<file path="config.mk">
export PLATFORM = sky130hd
export DESIGN_NAME = circuit_flat
export DESIGN_NICKNAME = d
export VERILOG_FILES = /design/src/rtl/circuit_pkg.sv /design/src/rtl/circuit_if.sv /design/src/rtl/circuit_fib_step.sv /design/src/rtl/circuit.sv /design/src/flat_wrapper.sv
export SDC_FILE = /design/constraint.sdc
export NUM_CORES = 1
export LEC_CHECK = 0
export ABC_AREA = 1
export CORE_ASPECT_RATIO = 2
export CORE_MARGIN = 10
export CORE_UTILIZATION = 50
export DETAILED_ROUTE_END_ITERATION = 8
export PLACE_DENSITY_LB_ADDON = 0.1
export SLEW_MARGIN = 40
export SYNTH_ARGS = -nofsm -noshare
export SYNTH_HDL_FRONTEND = slang
export SYNTH_SLANG_ARGS = --single-unit
</file>
<file path="constraint.sdc">
create_clock -name clk -period 4.4 [get_ports clk]
set_input_delay 0.88 -clock clk [delete_from_list [all_inputs] [get_ports clk]]
set_output_delay 0.88 -clock clk [all_outputs]
set_load 0.05 [all_outputs]
</file>
<file path="src/rtl/circuit_pkg.sv">
// Shared constants for the Fibonacci generator: the two seed terms loaded at reset.
package circuit_pkg;

  localparam int unsigned FIB_F0 = 0;
  localparam int unsigned FIB_F1 = 1;

endpackage

</file>
<file path="src/rtl/circuit_if.sv">
// Enable in, current term out; master drives en, slave (the generator) drives f.
interface circuit_if #(
  parameter int W = 128
);

  logic         en;
  logic [W-1:0] f;

  modport master (output en, input f);
  modport slave  (input en, output f);

endinterface

</file>
<file path="src/rtl/circuit_fib_step.sv">
// Combinational next-state of the sequence: (a, b) -> (b, a + b) mod 2^W; zero latency, no flow control.
module circuit_fib_step #(
  parameter int W = 128
) (
  input  logic [W-1:0] i_a,
  input  logic [W-1:0] i_b,
  output logic [W-1:0] o_a_next,
  output logic [W-1:0] o_b_next
);

  assign o_a_next = i_b;
  assign o_b_next = i_a + i_b;

endmodule

</file>
<file path="src/rtl/circuit.sv">
// Free-running Fibonacci generator; f = F(k) mod 2^W after k enabled edges.
// Output registered, updates on the edge sampling en=1; en=0 simply holds state.
module circuit
  import circuit_pkg::*;
#(
  parameter int W = 128
) (
  input  logic       clk,
  input  logic       rst,
  circuit_if.slave   bus
);

  logic [W-1:0] r_a;
  logic [W-1:0] r_b;
  logic [W-1:0] w_a_next;
  logic [W-1:0] w_b_next;

  circuit_fib_step #(.W(W)) u_step (
    .i_a      (r_a),
    .i_b      (r_b),
    .o_a_next (w_a_next),
    .o_b_next (w_b_next)
  );

  // b runs one term ahead of a, so it wraps one step earlier; both stay consistent mod 2^W.
  always_ff @(posedge clk or negedge rst) begin
    if (!rst) begin
      r_a <= W'(FIB_F0);
      r_b <= W'(FIB_F1);
    end else if (bus.en) begin
      r_a <= w_a_next;
      r_b <= w_b_next;
    end
  end

  assign bus.f = r_a;

endmodule

</file>
<file path="src/flat_wrapper.sv">
// flat-port wrapper written by rule: the top's interface ports become plain ports
module circuit_flat import circuit_pkg::*;
#(
  parameter int W = 128
)
  (clk, rst, bus_en, bus_f);
  circuit_if #(.W(W)) bus_i ();
  input  logic clk;
  input  logic rst;
  input wire logic [$bits(bus_i.en)-1:0] bus_en;
  output wire logic [$bits(bus_i.f)-1:0] bus_f;
  assign bus_i.en = bus_en;
  assign bus_f = bus_i.f;
  circuit #(.W(W)) u_core (.clk(clk), .rst(rst), .bus(bus_i));
endmodule
</file>
==> results.sh <==
export IMPL_setup_slack_ps=1167
export IMPL_r2r_start="u_core.bus.f[39]"
export IMPL_critical_path_startpoint_type="flop"
export IMPL_finalSetupViolations=0
export IMPL_grt_pass1_wl_mm=145.6
export IMPL_numPortBuffers=130
export IMPL_multiInputGateArea_um2=13470
export IMPL_r2r_end="u_core.r_b[79]"
export IMPL_clock_latency_ps=610
export IMPL_top_layer="met5"
export IMPL_end_kind="flop"
export IMPL_ctsResizeCount=0
export IMPL_dr_wl_met2_mm=51.01
export IMPL_vias=24640
export IMPL_min_period_over_period_pct=73.48
export IMPL_cts_tree="yes"
export IMPL_vias_per_cell=5.064
export IMPL_wire_per_inst_um=20.55
export IMPL_clock_sinks=256
export IMPL_synth_edf_count=0
export IMPL_dr_pass1_iters=7
export IMPL_grt_pass1_vias=24620
export IMPL_start_util_pct=50.66
export IMPL_timing_fmax_mhz=309.3
export IMPL_crit_top_cell="nand2_1"
export IMPL_drt_initial_drc_count=1799
export IMPL_grt_antenna_before_repair=1
export IMPL_ant_nets=0
export IMPL_ir_worst_vdd_uv=363.3
export IMPL_final_nets=4356
export IMPL_cpPeakStageDelay_ps=530
export IMPL_hold_path_class="input port to async pin"
export IMPL_gp_congestion=1.109
export IMPL_cp_max_fo=4
export IMPL_tns_ps=0
export IMPL_cp_required_ps=4940
export IMPL_min_period_ps=3233
export IMPL_cts_setup_buffers=0
export IMPL_maxCapViolations=0
export IMPL_ios=131
export IMPL_root_buffer="clkbuf_16"
export IMPL_mostFrequentLayoutCell="nand2_1"
export IMPL_ys_seq_elements=256
export IMPL_rows=111
export IMPL_final_core_util_pct=57.06
export IMPL_synth_warnings=0
export IMPL_dieArea_um2=56130
export IMPL_critPathKind="flop to flop"
export IMPL_worst_slew_pin_slew_ps=908.8
export IMPL_track_usage_pct=34.61
export IMPL_rsz0062_at_grt="no"
export IMPL_slew_headroom_pct=38.95
export IMPL_hold_violations=0
export IMPL_core_area_um2=45970
export IMPL_antennaDiodeCount=0
export IMPL_grt_max_degree=101
export IMPL_syn_area_um2=23290
export IMPL_wl_mm=100.0
export IMPL_clk_path_buf_depth=3
export IMPL_p_leak_nw=15.89
export IMPL_drc=0
export IMPL_critical_path_arrival_ps=3770
export IMPL_m1WireLength_mm=31.04
export IMPL_synthCells=4109
export IMPL_path_clk_slew_ps=70
export IMPL_regArea_um2=6407
export IMPL_reg2reg_setup_slack_ps=1170
export IMPL_die_x_um=172.6
export IMPL_syn_num_nets=4240
export IMPL_cp_cell_sequence="ha_1, nand2_1, nor2_1, nand2_1, inv_1, nand2_1, nor2_1, nand2_1, nand3_2, nand3_1, nand3b_1, nand3_1, nand2_1"
export IMPL_critPathSlowestCell="nand3_1"
export IMPL_fin_worst_skew_ps=26.47
export IMPL_slew_violations=0
export IMPL_gr_total_overflow=0
export IMPL_n_fill_cell=4884
export IMPL_dr_wl_met3_mm=4.640
export IMPL_synth_avg_cell_area_um2=5.668
export IMPL_ff2ff_path_depth=13
export IMPL_dp_hpwl_mm=83.27
export IMPL_mostFrequentLayoutCells="nand2_1, inv_1, dfrtp_1"
export IMPL_drive_gt1_share_pct=4.876
export IMPL_ys_async_sr_fraction_pct=100.0
export IMPL_die_h_um=325.2
export IMPL_ys_types=30
export IMPL_cts_buffers=26
export IMPL_ctsHoldBuffers=0
export IMPL_status="complete, no violations"
export IMPL_dp_slack_ps=1323
export IMPL_htreeDepth=1
export IMPL_synth_ff_type="dfrtp_1"
export IMPL_area_growth_pct=12.64
export IMPL_ys_seq_area_share_pct=27.51
export IMPL_power_density_nw_per_um2=633.2
routing by layer:
layer / up-vias / global-route usage, %
met1: 11080 / 29.50
li1: 12350 / -
met4: 2 / 38.41
met3: 403 / 4.552
met5: - / 0
met2: 802 / 64.19
where the power goes:
group          leakage (nW)  total, mW  internal [mW]  switching, mW
Clock                 0.428       2.38           1.28           1.10
Combinational          12.1       10.7           3.16           7.49
Sequential             3.33       3.58           2.99          0.581
Total                  15.9       16.6           7.43           9.18
synth_stat cells, drive strengths merged (2+ instances only):
| library cell | n | area share, % |
|---|---|---|
| xnor2 | 62 | 2.3 |
| nor3 | 10 | 0.21 |
| clkbuf | 50 | 0.81 |
| buf | 7 | 0.13 |
| nor4 | 8 | 0.38 |
| nor2 | 306 | 5.8 |
| o21ai | 69 | 1.5 |
| ha | 127 | 6.8 |
| inv | 850 | 14 |
| o21bai | 5 | 0.16 |
| nand3b | 17 | 0.55 |
| nand4 | 18 | 0.48 |
| a21oi | 90 | 1.9 |
| and2 | 2 | 0.054 |
| nand2 | 2052 | 33 |
| nand3 | 178 | 4.0 |
| dfrtp | 255 | 27 |
per-stage QoR:
| stage | area [µm²] | power, mW | hold WS [ps] | std cells |
|---|---|---|---|---|
| global placement | 25310 | 13.94 | 466.7 | 4816 |
| floorplan | 23290 | 10.41 | 453.0 | 4109 |
| detailed placement | 25340 | 14.03 | 469.8 | 4817 |
| global route | 26230 | 17.65 | 271.2 | 4866 |
| finish | 26230 | 16.61 | 219.7 | 4866 |
| CTS | 26210 | 16.43 | 241.7 | 4865 |
cells by family (layout without fill, tap and decap cells):
logic type | Yosys count | in the layout | share of synthesized area, %
buffers and inverters | 907 | 1043 | 14.64
DFF | 256 | 256 | 27.51
xor gates and xnor gates | 62 | 62 | 2.332
AOI/OAI and AO/OA | 165 | 165 | 3.627
and+or+nand+nor | 2591 | 2591 | 44.98
adders and majority gates | 128 | 128 | 6.909
critical path: cells and delay by family, from the launching register on:
family	cells	cell delay, ps
flip-flops	1	420
buffers and inverters	1	100
AND/OR/NAND/NOR	11	2260
adder cells (fa/ha/maj)	1	370
sequential cells by signal, indices dropped and copies added, names as in the netlist:
signal / flops
u_core.bus.f: 128
u_core.r_b: 128
how the worst max path moves through the flow:
stage	end	start	slack, ps
2_1_floorplan	u_core.r_b[112]	u_core.bus.f[0]	2000
3_5_place_dp	u_core.r_b[88]	u_core.bus.f[0]	1320
3_3_place_gp	u_core.r_b[76]	u_core.bus.f[0]	1350
5_1_grt	u_core.r_b[65]	u_core.bus.f[10]	1110
4_1_cts	u_core.r_b[88]	u_core.bus.f[0]	1300
6_report	u_core.r_b[79]	u_core.bus.f[39]	1170
area by class of cell:
class | instances | area share (%)
inverters | 850 | 12.19
flip-flops and latches | 256 | 24.43
well taps | 621 | 2.962
clock buffers | 30 | 2.695
clock inverters | 18 | 0.6392
multi-input cells | 2946 | 51.36
repair buffers | 145 | 5.729
No activity file was read; power rests on OpenSTA's default activity.
